`config.mk`:
```
export PLATFORM = sky130hd
export DESIGN_NAME = multiter
export DESIGN_NICKNAME = d
export VERILOG_FILES = /design/src/rtl/multiter_pkg.sv /design/src/rtl/multiter_negate128.sv /design/src/rtl/multiter.sv
export SDC_FILE = /design/constraint.sdc
export NUM_CORES = 1
export LEC_CHECK = 0
export BUFFER_PORTS_ARGS = -buffer_cell sky130_fd_sc_hd__buf_2
export CORE_ASPECT_RATIO = 0.7
export CORE_UTILIZATION = 55
export DETAILED_ROUTE_END_ITERATION = 12
export PLACE_DENSITY = 0.75
export SYNTH_ARGS = -nofsm -noshare
export SYNTH_HDL_FRONTEND = slang
export SYNTH_SLANG_ARGS = --single-unit
```
`constraint.sdc`:
```
create_clock -name clk -period 4.9 [get_ports clk]
set_input_delay 0.49 -clock clk [delete_from_list [all_inputs] [get_ports clk]]
set_output_delay 0.49 -clock clk [all_outputs]
set_load 0.01 [all_outputs]
```
`src/rtl/multiter_pkg.sv`:
```
// ============================================================================
// Module : multiter_pkg
// Brief  : Shared types and constants for the iterative shift-add multiplier.
// Rev    : 1.0  initial release
// ============================================================================
`default_nettype none

package multiter_pkg;

   localparam int MUL_ITERS = 64;

   typedef logic [63:0]  u64;
   typedef logic [64:0]  u65;
   typedef logic [127:0] u128;
   typedef logic [128:0] u129;

   typedef enum logic [1:0] {
      IDLE  = 2'd0,
      DOING = 2'd1,
      DONE  = 2'd2
   } mul_state_t;

endpackage

`default_nettype wire

```
`src/rtl/multiter_negate128.sv`:
```
// ============================================================================
// Module : negate128
// Brief  : 128-bit two's-complement negate, passed through when en is low.
// Rev    : 1.0  initial release
// ============================================================================
`default_nettype none

module negate128
   import multiter_pkg::*;
(
   input  logic en,
   input  u128  x,
   output u128  y
);

   assign y = en ? (~x + 128'd1) : x;

endmodule

`default_nettype wire

```
`src/rtl/multiter.sv`:
```
// ============================================================================
// Module : multiter
// Brief  : Radix-2 shift-add 64x64 -> 128 multiplier, fixed 65-cycle latency.
// Rev    : 1.0  initial release
// ============================================================================
`default_nettype none

module multiter #(
   parameter int MUL_ITERS = multiter_pkg::MUL_ITERS
) (
   input  logic          clk,
   input  logic          reset,
   input  logic          valid,
   input  logic          flush,
   input  logic          signed_a,
   input  logic          signed_b,
   input  logic [63:0]   a,
   input  logic [63:0]   b,
   output logic          busy,
   output logic          done,
   output logic [127:0]  c
);

   import multiter_pkg::*;

   mul_state_t state;
   mul_state_t state_next;
   logic [6:0] count;
   u64         mcand;
   u129        p;
   logic       neg;

   u64         abs_a;
   u64         abs_b;
   u65         partial;
   u129        p_step;
   u128        result;
   logic       accept;

   // Magnitudes wrap 2^63 onto itself, which reads correctly as unsigned.
   assign abs_a  = (signed_a && a[63]) ? (~a + 64'd1) : a;
   assign abs_b  = (signed_b && b[63]) ? (~b + 64'd1) : b;
   assign accept = valid && !flush;

   assign partial = p[0] ? ({1'b0, p[127:64]} + {1'b0, mcand}) : p[128:64];
   assign p_step  = {1'b0, partial, p[63:1]};

   // Result is taken from the post-final-iteration value so it lands in c on entry to DONE.
   negate128 u_negate (
      .en (neg),
      .x  (p_step[127:0]),
      .y  (result)
   );

   always_ff @(posedge clk) begin
      if (reset) begin
         state <= IDLE;
         count <= 7'd0;
         mcand <= '0;
         p     <= '0;
         neg   <= 1'b0;
         c     <= '0;
      end else begin
         state <= state_next;
         case (state)
            IDLE: begin
               if (accept) begin
                  mcand <= abs_a;
                  p     <= {65'd0, abs_b};
                  neg   <= (signed_a & a[63]) ^ (signed_b & b[63]);
                  count <= 7'(MUL_ITERS);
               end
            end
            DOING: begin
               if (!flush) begin
                  p     <= p_step;
                  count <= count - 7'd1;
                  if (count == 7'd1) begin
                     c <= result;
                  end
               end
            end
            default: ;
         endcase
      end
   end

   always_comb begin
      state_next = state;
      done       = 1'b0;
      case (state)
         IDLE: begin
            if (accept) begin
               state_next = DOING;
            end
         end
         DOING: begin
            if (flush) begin
               state_next = IDLE;
            end else if (count == 7'd1) begin
               state_next = DONE;
            end
         end
         DONE: begin
            state_next = IDLE;
            done       = !flush;
         end
         default: state_next = IDLE;
      endcase
   end

   assign busy = (state != IDLE);

endmodule

`default_nettype wire

```
==> reports/qor.yml, run 1 <==
logic_synthesis:
  ys_top_cells_by_count: "nor2_1, dfxtp_1, nand2_1, a21oi_1, clkbuf_1"
  synth_nets: 3447
  synth_cell_types: 91
  postSynth.asyncResetShare: 0
  synth.most_common_cell: "nor2_1"
  synth-seq-area-share: 0.2780
  netlist_instances: 3243
  ys_ff_latch: 330
  synth_edf_count: 0
  synthTopCellsByArea: "dfxtp_1, nor2_1, a21oi_1"
  yosysTopAreaCellShare: 0.2780
  ys_warn_count: 0
  ys.flop_type: "dfxtp_1"
  syn_area_mm2: 0.02376
  syn_area_per_cell_um2: 7.328
  yosysTopAreaCell: "dfxtp_1"
cts:
  cts_root_buf: "clkbuf_16"
  cts_buffer_depth: 3
  cts.clk_slew.worst_paths_ns: 0.06
  htree_levels: 2
  numCtsBuffers: 36
  clk_latency_ns: 0.55
  cts.sinks: 330
  tritoncts: "done"
setup_path:
  critPathRequiredTime_ns: 5.31
  arrival_ns: 5.23
  startpoint_type: "flop"
  endpoint_kind: "flop"
  cp_max_fo: 5
  worstPathCellList: "ha_1 > o211ai_1 > o211a_1 > or3_1 > a2111oi_1 > buf_4 > o31ai_1 > nor3b_1 > a2111oi_1 > buf_4 > nand4b_1 > or4b_4 > o41ai_2 > xor2_1 > a21oi_1"
  critPathMaxStageDelay_ns: 0.65
  critical-path-slowest-cell: "or4b_4"
  worst-setup-path-type: "reg -> reg"
timing:
  finalCritPeriodShare: 0.9852
  worst_slack_ns: 0.07250
  finalClockSkew_ns: 0.02823
  finalCriticalPeriod_ns: 4.828
  tightestPinTransition_ns: 1.305
  final_max_slew_viol_count: 0
  rsz0062_at_grt: "false"
  setup-violations-final: 0
  max-slew-margin-rel: 0.1184
  hold_viol: 0
  fmax_mhz: 207.1
routing:
  via_per_inst: 6.595
  drc: 0
  routed_wl_mm: 91.31
  first_iter_violations: 3299
  post_drt_wl_per_cell_um: 22.27
  drt_first_pass_iters: 7
  detail-route-antenna-nets: 0
  routed-via-count: 27050
finish:
  areaGrowthSynthToFinish_pct: 17.68
  num_antenna_cells: 0
  final_util: 0.6582
  final_nets: 3729
  drive_above_1_share: 0.1750
  n_fill_cell: 3712
grt:
  antenna_found_initial: 0
  grt_max_degree: 185
  grt-ovfl-total: 0
  use_met2: 0.6007
  use_met1: 0.5602
  gr-usage-met3: 0.07854
  grt_pass1_wl_mm: 139.9
  gr-usage-all-layers: 0.3990
  top_usage_layer: "met2"
  grt_pass1_vias: 24610
die:
  die_area_mm2: 0.04406
  rows: 63
  fp.dieH_um: 175.9
  die_w_um: 250.4
  ios: 264
  core_area_mm2: 0.04249
  initial_core_util: 0.5593
pwr:
  p_leak_nw: 10.80
  ir_worst_vdd_mv: 0.2642
  power_density_mw_per_mm2: 260.7
place:
  dp_slack_ns: -0.2711
  portBuffers: 263
  place.gp.congestion: 1.041
  dp_hpwl_mm: 68.21
min_path:
  hp-class: "in -> reg"
outcome:
  outcome: "finished, final reports clean"
run:
  cap_violations: 0
-- per-stage QoR --
step           cell area [µm²]  setup TNS, ns  std cells  hold WS [ns]  power, W
2_1_floorplan            23760              0       3243        0.4362  0.003818
3_3_place_gp             26560         -1.862       4037        0.4372  0.004321
3_5_place_dp             26560        -0.6437       4037        0.4448  0.004356
4_1_cts                  27820              0       4100        0.2163  0.007257
5_1_grt                  27970              0       4101        0.2319  0.007541
6_report                 27970              0       4101        0.2278  0.007291
-- cells in the final DEF, fill, tap and decap left out, types with 27 or more instances in the layout --
master,n
a211oi_1,158
a21oi_1,277
a22oi_1,55
a31oi_1,32
buf_2,262
buf_4,205
clkbuf_16,37
dfxtp_1,327
ha_1,66
inv_1,39
nand2_1,314
nand3_1,56
nand4_1,65
nor2_1,457
nor3_1,93
nor4_1,40
o211ai_1,29
o21a_1,33
o21ai_0,184
o31ai_1,53
o41ai_1,27
or3_1,57
or4_1,36
xnor2_1,95
xor2_1,136
-- worst max-delay path: cells and delay by family, from the launching register on --
kind | cells | cell delay, ns
AND/OR/NAND/NOR | 4 | 1.58
adder cells (fa/ha/maj) | 1 | 0.33
XOR/XNOR | 1 | 0.18
AO/OA/AOI/OAI | 7 | 1.80
buffers and inverters | 2 | 0.43
flip-flops | 1 | 0.35
-- path summary, 6_finish.rpt --
path	from	endpoint	slack (ns)	cells past startpoint
setup reg to reg	p[68]	c[126]	0.07	15
setup / recovery	p[68]	c[126]	0.07	15
hold / removal	a[0]	mcand[0]	0.23	3
hold reg to reg	c[87]	c[87]	0.45	2
-- registers in the layout, summed over array words and instances, names as in the netlist --
register / flops
p: 128
count: 7
mcand: 64
neg: 1
state: 2
c: 128
-- cells by family after synthesis --
kind of cell | count (synthesis) | synth area share
DFF | 330 | 0.2780
buffers and inverters | 269 | 0.04302
xor gates and xnor gates | 231 | 0.08514
muxes | 26 | 0.01143
and+or+nand+nor | 1284 | 0.2589
AOI/OAI and AO/OA | 1033 | 0.2864
adders and majority gates | 70 | 0.03717
-- area by class of cell --
class,instances,area (µm²),share of cell area
multi-input combinational,2644,16320,0.5835
sequential,330,6615,0.2365
inverter,41,153.9,0.005503
clock inverter,14,215.2,0.007695
timing repair buffer,472,2945,0.1053
clock buffer,48,1027,0.03673
tap,552,690.7,0.02470
-- per-layer routing --
| layer | routed length, µm | share of wire | vias to the layer above |
|---|---|---|---|
| li1 | - | - | 12560 |
| met1 | 39720 | 0.43 | 12770 |
| met2 | 38580 | 0.42 | 1494 |
| met3 | 9580 | 0.10 | 221 |
| met4 | 3438 | 0.038 | 0 |
| met5 | 0 | 0 | - |
-- what timing repair did --
action	CTS	global route
buffers inserted	1	1
pin swaps	1	5
hold buffers	0	0
setup endpoints to repair	7	26
resized for setup	3	29
-- where the power goes --
group | internal (W) | switching (W) | leakage, nW | total (W)
clock network | 0.00174 | 0.00119 | 0.607 | 0.00293
logic | 0.000541 | 0.000925 | 7.51 | 0.00147
registers | 0.00277 | 0.000128 | 2.68 | 0.00290
(Power assumes the default switching activity.)
==> run 2, diff against run 1 <==
--- a/config.mk
+++ b/config.mk
@@ -6,10 +6,12 @@
 export NUM_CORES = 1
 export LEC_CHECK = 0
 export BUFFER_PORTS_ARGS = -buffer_cell sky130_fd_sc_hd__buf_2
+export CELL_PAD_IN_SITES_DETAIL_PLACEMENT = 2
+export CELL_PAD_IN_SITES_GLOBAL_PLACEMENT = 2
 export CORE_ASPECT_RATIO = 0.7
-export CORE_UTILIZATION = 55
+export CORE_UTILIZATION = 35
 export DETAILED_ROUTE_END_ITERATION = 12
-export PLACE_DENSITY = 0.75
+export PLACE_DENSITY = 0.81
 export SYNTH_ARGS = -nofsm -noshare
 export SYNTH_HDL_FRONTEND = slang
 export SYNTH_SLANG_ARGS = --single-unit
==> run 2 against run 1 <==
  * The flow now finishes with violations (negative setup slack)
  * Cell count increased by 11%
  * Core utilization is 22 points lower
  * Sequential share of layout area decreased by 1.2 points
  * Critical endpoint is now c[124]
  * Critical path depth shrank 2
  * Highest routed layer is now met5
==> reports/qor.yml, run 2 (synthesis results as in run 1) <==
setup_path:
  startpoint_type: "flop"
  endpoint_kind: "flop"
  critPathRequiredTime_ns: 5.39  # +0.08 ns
  arrival_ns: 5.41  # +0.18 ns
  cp_max_fo: 5  # unchanged
  worst-setup-path-type: "reg -> reg"
routing:
  drc: 0  # unchanged
  routed-via-count: 28630  # +5.9%
  detail-route-antenna-nets: 0  # unchanged
  first_iter_violations: 2230  # -32%
  drt_first_pass_iters: 5  # -2
  via_per_inst: 6.284  # -4.7%
  routed_wl_mm: 127.9  # +40%
  post_drt_wl_per_cell_um: 28.07  # +26%
grt:
  gr-usage-met3: 0.05825  # -0.02029
  use_met2: 0.5569  # -0.04384
  grt_pass1_wl_mm: 188.4  # +35%
  gr-usage-all-layers: 0.3537  # -0.04529
  top_usage_layer: "met2"
  grt_max_degree: 189  # +2.2%
  use_met1: 0.4813  # -0.07895
  grt-ovfl-total: 0  # unchanged
  grt_pass1_vias: 29900  # +21%
  antenna_found_initial: 8  # +8
pwr:
  power_w: 0.007887  # +8.2%
  p_leak_nw: 11.43  # +5.9%
  power_density_mw_per_mm2: 267.3  # +2.5%
  ir_worst_vdd_mv: 0.2331  # -12%
timing:
  finalCriticalPeriod_ns: 4.920  # +0.09203 ns
  finalCritPeriodShare: 1.004  # +0.01878
  finalClockSkew_ns: 0.03725  # +0.009026 ns
  setup-violations-final: 1  # +1
  hold_viol: 0  # unchanged
  final_max_slew_viol_count: 0  # unchanged
  max-slew-margin-rel: 0.05286  # -0.06553
  fmax_mhz: 203.3  # -1.9%
  tightestPinTransition_ns: 1.417  # +0.1117 ns
  rsz0062_at_grt: "true"
  worst_slack_ns: -0.01953  # -0.09203 ns
finish:
  final_util: 0.4416  # -0.2167
  layout_commonest_cell: "nor2_1"
  multi_input_area_mm2: 0.01655  # +1.4%
  drive_above_1_share: 0.2079  # +0.03294
  final_nets: 3832  # +2.8%
  seqCellArea_mm2: 0.006615  # unchanged
  final_cell_mix: "nor2_1, dfxtp_1, nand2_1"
  reg_top3: "c x128, p x128, mcand x64"
  n_fill_cell: 7743  # +110%
  areaGrowthSynthToFinish_pct: 24.16
cts:
  htree_levels: 2  # unchanged
  tritoncts: "done"
  cts_buffer_depth: 3  # unchanged
  cts.sinks: 330  # unchanged
  clk_latency_ns: 0.62  # +0.07 ns
  cts.clk_slew.worst_paths_ns: 0.06  # about the same
  postCtsHoldBufs: 0  # unchanged
  numCtsBuffers: 40  # +11%
  cts_root_buf: "clkbuf_16"
place:
  place.gp.congestion: 0.9876  # -5.1%
  portBuffers: 263  # unchanged
  dp_hpwl_mm: 95.12  # +39%
outcome:
  outcome: "finished, violations left"
  failed_checks: "negative setup slack"
die:
  die_area_mm2: 0.06896  # +57%
  initial_core_util: 0.3556  # -0.2037
  die_w_um: 313.4  # +25%
  rows: 79  # +25%
  core_area_mm2: 0.06682  # +57%
  fp.dieH_um: 220.0  # +25%
  ios: 264  # unchanged
run:
  cap_violations: 0  # unchanged
min_path:
  hp-class: "in -> reg"
run 2: changes by cell type in the layout (fill, tap and decap cells not counted), moves of 4 or more:
cell     previous run  this run
a21oi_1           277       271
diode_2             0         5
buf_4             205       304
o41ai_1            27        23
o21ai_0           184       180
a21oi_2             0         6
run 2: worst max-delay path, stage by stage, from the launching register on:
cell,delay [ns]
dfxtp_1,0.44
ha_1,0.35
nand2_1,0.18
buf_4,0.14
o21ai_0,0.15
a211o_1,0.35
buf_4,0.17
o21a_1,0.25
or4b_1,0.61
a311o_1,0.36
or3_1,0.41
or4_1,0.51
or4_1,0.56
a211o_1,0.31
run 2: final timing paths:
path              slack (ns)        to  depth (start not counted)  startpoint
hold / removal          0.20  mcand[0]                          3        a[0]
setup / recovery       -0.02    c[124]                         13       p[75]
hold reg to reg         0.46    c[109]                          2      c[109]
setup reg to reg       -0.02    c[124]                         13       p[75]
run 2: metrics by stage:
| step | hold slack [ns] | setup slack [ns] | cells | setup TNS (ns) | cell area, µm² |
|---|---|---|---|---|---|
| finish | 0.2024 | -0.01953 | 4556 | -0.01953 | 29500 |
| detailed placement | 0.4484 | -0.4645 | 4462 | -6.208 | 27630 |
| global route | 0.2158 | -0.08932 | 4552 | -0.3597 | 29490 |
| floorplan | 0.4362 | 0.4095 | 3243 | 0 | 23760 |
| CTS | 0.1765 | -0.01024 | 4541 | -0.01839 | 29130 |
| global placement | 0.4377 | -0.4497 | 4462 | -2.679 | 27630 |
run 2: metal layers:
layer | part of all wire | wire [µm] | vias to the layer above
li1 | - | - | 12780
met1 | 0.45 | 57710 | 14590
met4 | 0.041 | 5190 | 2
met5 | 0.00016 | 20 | -
met3 | 0.062 | 7965 | 261
met2 | 0.45 | 56980 | 1000
run 2: cell type report:
| class | instances | area share |
|---|---|---|
| inverters | 41 | 0.005216 |
| clock buffers | 56 | 0.03901 |
| repair buffers | 571 | 0.1250 |
| diodes | 5 | 0.0004241 |
| flip-flops and latches | 330 | 0.2242 |
| well taps | 891 | 0.03778 |
| clock inverters | 18 | 0.007294 |
| multi-input cells | 2644 | 0.5610 |
run 2: timing repair:
| item | in CTS | in global routing |
|---|---|---|
| resized for setup | 22 | 56 |
| pin swaps | 3 | 9 |
| setup buffers | 5 | 10 |
| setup endpoints to repair | 26 | 27 |
run 2: power by group:
part	total [W]	switching (W)	internal [W]
combinational	0.00173	0.00113	0.000594
clock	0.00324	0.00142	0.00182
sequential	0.00292	0.000148	0.00277
total	0.00789	0.00270	0.00519
==> run 3, diff against run 2 <==
--- a/config.mk
+++ b/config.mk
@@ -6,12 +6,10 @@
 export NUM_CORES = 1
 export LEC_CHECK = 0
 export BUFFER_PORTS_ARGS = -buffer_cell sky130_fd_sc_hd__buf_2
-export CELL_PAD_IN_SITES_DETAIL_PLACEMENT = 2
-export CELL_PAD_IN_SITES_GLOBAL_PLACEMENT = 2
 export CORE_ASPECT_RATIO = 0.7
-export CORE_UTILIZATION = 35
+export CORE_UTILIZATION = 45
 export DETAILED_ROUTE_END_ITERATION = 12
-export PLACE_DENSITY = 0.81
+export PLACE_DENSITY = 0.63
 export SYNTH_ARGS = -nofsm -noshare
 export SYNTH_HDL_FRONTEND = slang
 export SYNTH_SLANG_ARGS = --single-unit
==> constraint.sdc (replaced) <==
create_clock -name clk -period 6.4 [get_ports clk]
set_input_delay 0.64 -clock clk [delete_from_list [all_inputs] [get_ports clk]]
set_output_delay 0.64 -clock clk [all_outputs]
set_load 0.01 [all_outputs]
==> run 3 against run 2 <==
  * The flow now finishes without violations
  * Non-clock buffer count decreased by 265
  * Maximum frequency down 18%
  * Via count down 8.1%
  * First-iteration DRC count rose by 35%
  * Cell count is 11% lower
  * Die area decreased by 22%
  * Clock skew shrank 0.015 ns
  * Clock power is 32% lower
  * Critical endpoint is now c[127]
  * Largest cell class unchanged
  * Highest routed layer unchanged
==> reports/qor.yml, run 3 (synthesis results as in run 1) <==
timing:
  tns_ns: 0  # +0.01953 ns
  max-slew-margin-rel: 0.1537  # +0.1008
  hold_viol: 0  # unchanged
  fmax_mhz: 166.1  # -18%
  final_max_slew_viol_count: 0  # unchanged
  finalCritPeriodShare: 0.9405  # -0.06345
  whs_ns: 0.3790  # +0.1766 ns
  setup-violations-final: 0  # -1
  finalCriticalPeriod_ns: 6.019  # +1.100 ns
  finalClockSkew_ns: 0.02253  # -0.01472 ns
  tightestPinTransition_ns: 1.254  # -0.1634 ns
  rsz0062_at_grt: "false"
die:
  ios: 264  # unchanged
  die_w_um: 276.7  # -12%
  core_area_mm2: 0.05220  # -22%
  fp.dieH_um: 194.3  # -12%
  die_area_mm2: 0.05375  # -22%
  rows: 70  # -11%
  initial_core_util: 0.4552  # +0.09960
finish:
  final_util: 0.5115  # +0.06990
  final_cell_mix: "nor2_1, dfxtp_1, nand2_1"
  reg_top3: "c x128, p x128, mcand x64"
  drive_above_1_share: 0.1284  # -0.07949
  layout_commonest_cell: "nor2_1"
  final_nets: 3564  # -7.0%
  areaGrowthSynthToFinish_pct: 12.35
  fin_area_mm2: 0.02670  # -9.5%
setup_path:
  endpoint_kind: "flop"
  arrival_ns: 6.46  # +1.05 ns
  critPathRequiredTime_ns: 6.84  # +1.45 ns
  startpoint_type: "flop"
  worst-setup-path-type: "reg -> reg"
  cp_max_fo: 8  # +3
routing:
  post_drt_wl_per_cell_um: 23.66  # -16%
  drc: 0  # unchanged
  routed-via-count: 26320  # -8.1%
  first_iter_violations: 3000  # +35%
  via_per_inst: 6.462  # +2.8%
  detail-route-antenna-nets: 0  # unchanged
  routed_wl_mm: 96.34  # -25%
  drt_first_pass_iters: 6  # +1
grt:
  gr-usage-all-layers: 0.3443  # -0.009349
  grt-ovfl-total: 0  # unchanged
  antenna_found_initial: 2  # -6
  grt_max_degree: 172  # -9.0%
  grt_pass1_vias: 23620  # -21%
  grt_pass1_wl_mm: 145.2  # -23%
cts:
  cts.sinks: 330  # unchanged
  cts_root_buf: "clkbuf_16"
  clk_latency_ns: 0.57  # -0.05 ns
  postCtsHoldBufs: 0  # unchanged
  cts_buffer_depth: 3  # unchanged
  cts.clk_slew.worst_paths_ns: 0.06  # about the same
  numCtsBuffers: 37  # -7.5%
  tritoncts: "done"
  htree_levels: 2  # unchanged
  cts_setup_buffers: 0  # -5
place:
  dp_hpwl_mm: 72.99  # -23%
  place_area_mm2: 0.02548  # -7.8%
  portBuffers: 263  # unchanged
  place.gp.congestion: 1.114  # +13%
pwr:
  ir_worst_vdd_mv: 0.1556  # -33%
  p_leak_nw: 9.972  # -13%
  power_w: 0.005477  # -31%
  power_density_mw_per_mm2: 205.2  # -23%
min_path:
  hp-class: "in -> reg"
outcome:
  outcome: "finished, final reports clean"
run:
  cap_violations: 0  # unchanged
## run 3: final cells by class
class	count	area [µm²]
Timing Repair Buffer	306	1674
Multi-Input combinational cell	2644	16190
Fill cell	5243	25500
Inverter	41	155.1
Clock buffer	52	1072
Sequential cell	330	6614
Antenna cell	1	2.502
Tap cell	684	855.8
Clock inverter	14	138.9
## run 3: timing repair
item | in CTS | in global routing
hold endpoints to repair | 0 | 0
gates resized for setup | 0 | 1
setup endpoints to repair | 0 | 1
## run 3: through the flow
step	cells	worst slack, ns
after floorplan	3243	1.910
after global placement	4005	0.5311
after detailed placement	4005	0.5065
after CTS	4071	0.4697
after global routing	4072	0.1466
final	4072	0.3805
## run 3: worst max-delay path: stages, from the launching register on
cell       delay [ns]
dfxtp_1          0.39
ha_1             0.34
a21oi_1          0.34
o21ai_0          0.19
nand2b_1         0.24
o211a_1          0.27
a211oi_1         0.88
mux2i_1          0.27
a2111oi_1        1.08
nand4_1          0.56
nor3_2           0.54
nand4b_1         0.19
or4_1            0.42
and3_1           0.19
## run 3: layer usage
metal  vias to the layer above  GRT usage  wire length, µm
met5                         -          0               13
met4                         2    0.09033             2616
met3                       142    0.07194             9795
met2                      1336     0.4850            38700
met1                     12600     0.5218            45220
li1                      12240          -                -
## run 3: where the power goes
group          switching (W)  leakage [nW]  internal (W)  total, W
sequential          0.000105          2.68       0.00212   0.00223
combinational       0.000700          6.69      0.000356   0.00106
clock               0.000939         0.599       0.00126   0.00219
## run 3: worst paths after layout
check / end / slack (ns) / startpoint / cells past startpoint
max: c[127] / 0.38 / p[77] / 13
min: mcand[0] / 0.38 / a[0] / 3
max reg2reg: c[127] / 0.38 / p[77] / 13
min reg2reg: c[98] / 0.45 / c[98] / 2
